===== src/rtl/pipe_pkg.sv =====
// Shared pipeline definitions: enb encodings, fetch FSM states, fetch queue
// entry layout and instruction field positions.
package pipe_pkg;

   localparam int XLEN = 32;

   localparam logic [1:0] ENB_FLUSH = 2'b00;
   localparam logic [1:0] ENB_RUN   = 2'b01;
   localparam logic [1:0] ENB_STALL = 2'b10;

   typedef enum logic [1:0] {
      IDLE,
      WAIT,
      DROP
   } fetch_state_t;

   localparam int OPCODE_LSB = 2;
   localparam int OPCODE_MSB = 6;
   localparam int RD_LSB     = 7;
   localparam int RD_MSB     = 11;
   localparam int FUNC3_LSB  = 12;
   localparam int FUNC3_MSB  = 14;
   localparam int RS1_LSB    = 15;
   localparam int RS1_MSB    = 19;
   localparam int RS2_LSB    = 20;
   localparam int RS2_MSB    = 24;
   localparam int FUNC7_LSB  = 25;
   localparam int FUNC7_MSB  = 31;

   typedef struct packed {
      logic [XLEN-1:0] pc;
      logic [XLEN-1:0] inst;
   } fetch_entry_t;

   // Fetch addresses are always word aligned; the low two bits are dropped.
   function automatic logic [XLEN-1:0] word_align(input logic [XLEN-1:0] addr);
      return addr & ~{{(XLEN-2){1'b0}}, 2'b11};
   endfunction

endpackage


===== src/rtl/instr_fetch_unit_fetch_queue.sv =====
// Two-entry FIFO of {pc, instruction} pairs; slot0 is always the head so the
// presented instruction comes straight from a register.
module fetch_queue
   import pipe_pkg::*;
(
   input  logic            cpu_clk,
   input  logic            reset,
   input  logic            push,
   input  logic            pop,
   input  logic            flush,
   input  logic [XLEN-1:0] push_pc,
   input  logic [XLEN-1:0] push_inst,
   output logic [XLEN-1:0] head_pc,
   output logic [XLEN-1:0] head_inst,
   output logic            empty,
   output logic [1:0]      occupancy
);

   fetch_entry_t slot0_q;
   fetch_entry_t slot1_q;
   fetch_entry_t in_entry;
   logic [1:0]   occ_q;
   logic         do_push;
   logic         do_pop;

   assign in_entry = {push_pc, push_inst};
   assign do_pop   = pop && (occ_q != 2'd0);
   assign do_push  = push && ((occ_q != 2'd2) || do_pop);

   // A pop shifts slot1 into slot0; a push lands in the first free slot.
   always_ff @(posedge cpu_clk or negedge reset) begin
      if (!reset) begin
         slot0_q <= '0;
         slot1_q <= '0;
         occ_q   <= 2'd0;
      end else if (flush) begin
         occ_q <= 2'd0;
      end else begin
         case ({do_push, do_pop})
            2'b01: begin
               slot0_q <= slot1_q;
               occ_q   <= occ_q - 2'd1;
            end
            2'b10: begin
               if (occ_q == 2'd0) begin
                  slot0_q <= in_entry;
               end else begin
                  slot1_q <= in_entry;
               end
               occ_q <= occ_q + 2'd1;
            end
            2'b11: begin
               if (occ_q == 2'd1) begin
                  slot0_q <= in_entry;
               end else begin
                  slot0_q <= slot1_q;
                  slot1_q <= in_entry;
               end
            end
            default: begin
            end
         endcase
      end
   end

   assign head_pc   = slot0_q.pc;
   assign head_inst = slot0_q.inst;
   assign empty     = (occ_q == 2'd0);
   assign occupancy = occ_q;

endmodule


===== src/rtl/instr_fetch_unit.sv =====
// Pipeline front end: PC sequencing, single-outstanding instruction memory
// requests, a two-entry fetch queue and decode field slicing of its head.
module instr_fetch_unit
   import pipe_pkg::*;
#(
   parameter logic [XLEN-1:0] RESET_PC = 32'h0000_0000,
   parameter int              PC_STEP  = 4
) (
   input  logic            cpu_clk,
   input  logic            reset,
   input  logic            stall_req,
   input  logic            redirect_valid,
   input  logic [XLEN-1:0] redirect_pc,
   output logic            imem_req,
   output logic [XLEN-1:0] imem_addr,
   input  logic            imem_rvalid,
   input  logic [XLEN-1:0] imem_rdata,
   output logic [1:0]      enb,
   output logic [XLEN-1:0] count,
   output logic [XLEN-1:0] instt,
   output logic [4:0]      opcode,
   output logic [4:0]      rd,
   output logic [2:0]      func_3,
   output logic [4:0]      rs1,
   output logic [4:0]      rs2,
   output logic [6:0]      func_7
);

   localparam logic [XLEN-1:0] STEP = XLEN'(PC_STEP);

   fetch_state_t    state_q;
   fetch_state_t    state_d;
   logic [XLEN-1:0] pc_q;
   logic [XLEN-1:0] issue_pc_q;
   logic            issue;
   logic            push;
   logic            pop;
   logic            rv_done;
   logic            outstanding_left;
   logic [1:0]      next_occ;
   logic            q_empty;
   logic [1:0]      q_occ;
   logic [XLEN-1:0] head_pc;
   logic [XLEN-1:0] head_inst;

   fetch_queue u_queue (
      .cpu_clk   (cpu_clk),
      .reset     (reset),
      .push      (push),
      .pop       (pop),
      .flush     (redirect_valid),
      .push_pc   (issue_pc_q),
      .push_inst (imem_rdata),
      .head_pc   (head_pc),
      .head_inst (head_inst),
      .empty     (q_empty),
      .occupancy (q_occ)
   );

   // enb priority, credit check and next state. A new request is issued only
   // if the entries left after this edge plus that request fit in the queue.
   always_comb begin
      enb              = ENB_FLUSH;
      state_d          = state_q;
      if (!reset || redirect_valid) begin
         enb = ENB_FLUSH;
      end else if (stall_req) begin
         enb = ENB_STALL;
      end else if (!q_empty) begin
         enb = ENB_RUN;
      end
      pop              = (enb == ENB_RUN);
      rv_done          = imem_rvalid && (state_q != IDLE);
      push             = imem_rvalid && (state_q == WAIT) && !redirect_valid;
      outstanding_left = (state_q != IDLE) && !rv_done;
      next_occ         = q_occ + {1'b0, push} - {1'b0, pop};
      issue            = reset && !redirect_valid && !outstanding_left &&
                         (next_occ < 2'd2);

      case (state_q)
         IDLE: begin
            if (issue) begin
               state_d = WAIT;
            end
         end
         WAIT, DROP: begin
            if (redirect_valid) begin
               state_d = rv_done ? IDLE : DROP;
            end else if (rv_done) begin
               state_d = issue ? WAIT : IDLE;
            end
         end
         default: state_d = IDLE;
      endcase
   end

   // State, fetch PC and the PC of the in-flight request.
   always_ff @(posedge cpu_clk or negedge reset) begin
      if (!reset) begin
         state_q    <= IDLE;
         pc_q       <= RESET_PC;
         issue_pc_q <= RESET_PC;
      end else begin
         state_q <= state_d;
         if (redirect_valid) begin
            pc_q <= word_align(redirect_pc);
         end else if (issue) begin
            pc_q       <= pc_q + STEP;
            issue_pc_q <= pc_q;
         end
      end
   end

   assign imem_req  = issue;
   assign imem_addr = pc_q;

   assign count  = q_empty ? '0 : head_pc;
   assign instt  = q_empty ? '0 : head_inst;
   assign opcode = instt[OPCODE_MSB:OPCODE_LSB];
   assign rd     = instt[RD_MSB:RD_LSB];
   assign func_3 = instt[FUNC3_MSB:FUNC3_LSB];
   assign rs1    = instt[RS1_MSB:RS1_LSB];
   assign rs2    = instt[RS2_MSB:RS2_LSB];
   assign func_7 = instt[FUNC7_MSB:FUNC7_LSB];

endmodule


===== config.mk =====
export PLATFORM = sky130hd
export DESIGN_NAME = instr_fetch_unit
export DESIGN_NICKNAME = d
export VERILOG_FILES = /design/src/rtl/pipe_pkg.sv /design/src/rtl/instr_fetch_unit_fetch_queue.sv /design/src/rtl/instr_fetch_unit.sv
export SDC_FILE = /design/constraint.sdc
export NUM_CORES = 1
export LEC_CHECK = 0
export CORE_MARGIN = 2
export CORE_UTILIZATION = 52
export CTS_CLUSTER_DIAMETER = 80
export DETAILED_ROUTE_END_ITERATION = 16
export PLACE_DENSITY = 0.88
export SYNTH_ARGS = -nofsm -noshare
export SYNTH_HDL_FRONTEND = slang
export SYNTH_HIERARCHICAL = 1
export SYNTH_SLANG_ARGS = --single-unit

===== constraint.sdc =====
create_clock -name cpu_clk -period 4.2 [get_ports cpu_clk]
set_clock_uncertainty 0.1 [all_clocks]
set_input_delay 0.63 -clock cpu_clk [delete_from_list [all_inputs] [get_ports cpu_clk]]
set_output_delay 0.63 -clock cpu_clk [all_outputs]
set_load 0.02 [all_outputs]

## Word level (Yosys, flattened, before mapping)

Index checks and enable logic that the tools add are counted.

| operators by class | value |
|---|---|
| $add $sub $neg | 5 |
| $mul | 0 |
| div/mod/pow operators | 0 |
| magnitude comparators | 1 |
| equal/unequal tests | 13 |
| shift operators | 0 |
| mux-type cells | 21 |
| bitwise operators | 1 |
| reductions and logical operators | 28 |

Operator list:

| cell | number |
|---|---|
| 2-to-1 mux 64 bit | 4 |
| one-hot mux 64 bit (3 select lines) | 1 |
| 2-to-1 mux 32 bit | 4 |
| one-hot mux 64 bit (2 select lines) | 1 |
| adder 32 x 3 -> 32 bit, second input constant | 1 |
| 2-to-1 mux 2 bit | 7 |
| inequality test 2 bit, second input constant | 5 |
| logical AND 1 bit | 9 |
| equality test 2 x 1 -> 1 bit, second input constant | 4 |
| one-hot mux 2 bit (2 select lines) | 2 |
| nonzero test 2 bit | 4 |
| equality test 2 bit, second input constant | 3 |
| nonzero test 3 bit | 2 |
| zero test 1 bit | 4 |
| zero test 2 bit | 2 |
| AND reduction 2 bit | 2 |
| AND reduction 4 bit | 1 |
| inequality test 3 bit, second input constant | 1 |
| AND reduction 3 bit | 1 |
| adder 2 x 1 -> 2 bit | 1 |
| adder 2 x 1 -> 2 bit, second input constant | 1 |
| logical OR 1 bit | 2 |
| less-than comparator 2 bit, second input constant | 1 |
| 2-to-1 mux 1 bit | 2 |
| other kinds (4) | 4 |

| storage, ports and cells | value |
|---|---|
| flip-flop bits (word level) | 196 |
| bits in latches | 0 |
| RAM bits | 0 |
| memory bits (read-only) | 0 |
| bits of input ports | 69 |
| output and inout bits | 129 |
| word-level logic and storage cells | 77 |
| memories kept | 0 |

## Logic depth before layout (Yosys ltp)

| logic depth | value |
|---|---|
| word-level depth | 12 |
| gate-level depth with buffers | 13 |
| gate-level depth less buffers | 10 |

## Modules after synthesis

The synthesis kept the hierarchy.

Modules (own cells, without submodules):

| module | times used | cells an instance | area an instance (um2) | sequential area each (um2) |
|---|---|---|---|---|
| fetch_queue | 1 | 510 | 5535.3 | 3253.1 |
| instr_fetch_unit | 1 | 469 | 3872.5 | 1551.5 |

## Worst setup path before layout

Ideal clock, no wire load.

| timing | value |
|---|---|
| kind | input to output |
| start | in redirect_valid |
| end | out imem_req |
| data arrival time | 2944 ps |
| data required time | 3470 ps |
| setup slack | 526 ps |
| cell stages on the path | 10 |
| buffers on the path | 3 |
| path through | clkbuf_1 nand2b_1 nor3_1 ha_1 and4bb_2 xnor2_2 nand2_1 inv_2 buf_2 buf_1 |

| between the ends | value |
|---|---|
| word-level cells in the longest chain between the ends | 6 |
| elaborated cells on any way between the ends | 11 |

Ends and longest elaborated chain:

| element | RTL line | text |
|---|---|---|
| start: declaration | instr_fetch_unit.sv:12 | `input logic redirect_valid,` |
| logical OR 1 bit | instr_fetch_unit.sv:65 | `if (!reset \|\| redirect_valid) begin` |
| 2-to-1 mux 2 bit | instr_fetch_unit.sv:65 |  |
| equality test 2 x 1 -> 1 bit | instr_fetch_unit.sv:72 | `pop = (enb == ENB_RUN);` |
| named net pop | instr_fetch_unit.sv:37 | `logic pop;` |
| subtractor 2 x 1 -> 2 bit | instr_fetch_unit.sv:76 | `next_occ = q_occ + {1'b0, push} - {1'b0, pop};` |
| less-than comparator 2 bit | instr_fetch_unit.sv:78 | `(next_occ < 2'd2);` |
| logical AND 1 bit | instr_fetch_unit.sv:77 | `issue = reset && !redirect_valid && !outstanding_left &&` |
| end: declaration | instr_fetch_unit.sv:14 | `output logic imem_req,` |

The timed path passes the listed nets, and every way through them passes these cells.

## Worst setup path after layout

Ends and elaborated chain as after synthesis.

==> reports/qor.txt <==
status: complete, no violations
CP max FO: 6
Post-Layout Cell Count: 1,360
MaxCap Viol Count: 0
post-CTS sizing: 0
PD cells: 560 nW/um^2
initial antenna violation count: 0
fin nets: 1,195
Synth Instances: 979
Synth Flop Type: dfrtp_1
top layer reached by signal wires: met4
Crit path largest cell delay: 0.60 ns
worst reg-to-reg setup slack: 1.03 ns
synth cell count leaders: nand2_1 (249), dfrtp_1 (192), nor2_1 (78), nor2b_1 (68), mux2_2 (65)
Max IR drop VDD: 333 uV
clk slew on worst S/H paths: 0.06 ns
main area contributors after synthesis: dfrtp_1 (51%), nand2_1 (9.9%), mux2_2 (7.8%)
Post-synth ARST share: 100%
Crit Path Class: in -> out
synth warn: 6
port buffer count: 193
Lkg Pwr: 5.01 nW
Pre-antenna DRT Iters: 8
Core ar.: 17,800 sq um
DRT Wirelength: 22.7 mm
Hold Buf Count CTS: 0
clk buf depth: 2
Avg Cell Area, Syn: 9.61 sq um
# IOs: 198
Final Hold Vio Count: 0
Distinct cells, synth: 58
top cell type's share of synthesized area: 51.1%
Place WS: 0.355 ns
crit path to: imem_req
fin. max-slew vios: 0
Synth Register Bits: 192
gr ovfl total: 0
share of layout cells above drive strength 1: 10.8%
Die W: 139 um
fin util: 66.1%
cell row count: 49
cell taking the most area after synthesis: dfrtp_1
clk_lat worst skew: 0.44 ns
Worst Slack Setup Final: 0.333 ns
min Tclk post-route: 3.87 ns
Max Freq: 259 MHz
met3 wire len: 1.63 mm
largest net degree at the start of global routing: 195
Final Setup Violations: 0
met2 wire length: 10.9 mm
most frequent cell after synthesis: nand2_1
worst reg2reg path depth: 11
CP max-delay cell: clkdlybuf4s50_1
CP dominant cell by count: clkdlybuf4s50_1
part of the cycle the worst path needs: 92.1%
Sink Count: 192
Worst Hold Class: in -> async
Metal-1 WL: 9.81 mm
Crit path required time: 3.47 ns
Die Ht: 139 um
vias in the first global route: 7,653
Max-Slew Margin vs Limit: 30.9%
CTS tree: built
number of DRC markers in iteration 0: 559
crit path launch: redirect_valid
setup bufs post-CTS: 0
Diodes inserted: 0
number of enable flip-flop cells after synthesis: 0
RSZ-0062 raised after global routing: false
setup_tns: 0 ns
crit start category: input port
die area: 19,200 sq um
Vias/cell: 5.68
r2r startpoint: u_queue/occupancy[0]
hpwl dp: 14.3 mm
drt drc: 0
Antenna Violating Nets Remaining: 0
Post-Syn Area: 9410 sq um
starting density of the core: 52.7%
number of buffers created by CTS: 17
Total Power: 6.61 mW
Reg2Reg Capture Point: imem_addr[12]
Inst Count DP: 1,328
GP Congestion: 0.848
worst-margin pin slew: 1.04 ns
root buffer cell: clkbuf_16
Seq/Total Area, Yosys: 51.1%
H-tree depth reported by CTS: 4
area grow syn2layout: 25.4%
element type at the critical path end: output port
DR vias: 7,728
first-pass GRT wire length: 37.9 mm
Worst Path Arrival: 3.14 ns
gr usage total: 24.2%
crit path cell chain: clkdlybuf4s50_1 -> nand2b_1 -> nor3_1 -> buf_4 -> ha_1 -> and4bb_2 -> xnor2_2 -> nand2_1 -> inv_2 -> clkdlybuf4s50_1
DR WL/cell: 16.7 um
worst max-delay path, delay by kind of cell:
family        cells  cell delay [ns]
simple gates      4             0.59
buf+inv           4             1.31
xor+xnor          1             0.33
fa+ha+maj         1             0.27
registers in the layout (all words and copies together), names as in the netlist:
register and cells:
imem_addr 30, issue_pc_q 30, state_q 2, u_queue/head_inst 32
u_queue/head_pc 32, u_queue/occupancy 2, u_queue/slot1_q 64
placed cells by master, fill, tap and decap left out, drive strengths merged, types with 4 or more instances in the layout:
cell	instances
or3	4
o21ai	16
buf	12
nand3	18
a21o	6
nor4	6
and3	7
nand4	10
dfrtp	192
clkdlybuf4s50	192
nor2	78
nand2	249
clkinv	6
a31oi	64
or4	5
nor3	13
ha	8
conb	6
o211ai	13
a221o	14
nor2b	68
clkbuf	22
inv	13
a21oi	6
or2	4
mux2	66
kinds of logic after synthesis:
logic type / share of synthesized area [%]
and+or+nand+nor: 23.1
DFF: 51.1
AOI/OAI and AO/OA: 9.40
buffers and inverters: 6.42
muxes: 8.39
adders and majority gates: 1.06
xor gates and xnor gates: 0.545
other: 0.0399
cell type report:
type	count	area [sq um]
clock buffer	21	450
clock inverter	11	105
fill	1419	6040
inverter	10	37.5
multi-input combinational	692	4040
sequential	192	4800
tap	229	287
timing repair buffer	205	2080
per-stage QoR:
step / area (sq um) / hold WS, ns
6_report: 11800 / 0.322
5_1_grt: 11800 / 0.415
4_1_cts: 11800 / 0.398
3_5_place_dp: 11200 / 0.386
3_3_place_gp: 11200 / 0.379
2_1_floorplan: 9430 / 0.234
where the power goes:
| part | total [mW] | leakage (nW) | switching, mW | internal (mW) |
|---|---|---|---|---|
| Combinational | 2.11 | 2.29 | 1.09 | 1.02 |
| Clock | 1.54 | 0.272 | 0.704 | 0.838 |
| Sequential | 2.96 | 2.45 | 0.438 | 2.52 |
| Total | 6.61 | 5.01 | 2.24 | 4.38 |
worst min path at each step:
stage | endpoint | slack (ns) | depth (start not counted)
after floorplan | imem_addr[10] | 0.23 | 0
after global placement | issue_pc_q[17] | 0.38 | 2
after detailed placement | issue_pc_q[13] | 0.39 | 2
after CTS | state_q[0] | 0.40 | 2
after global routing | u_queue/slot1_q[1] | 0.41 | 1
final | state_q[0] | 0.32 | 2
layer usage:
metal | track usage (%) | vias up
met5 | 0 | -
met1 | 32.8 | 3729
met2 | 39.6 | 369
li1 | - | 3595
met4 | 8.27 | 0
met3 | 4.43 | 35
No activity file was read; power rests on OpenSTA's default activity.
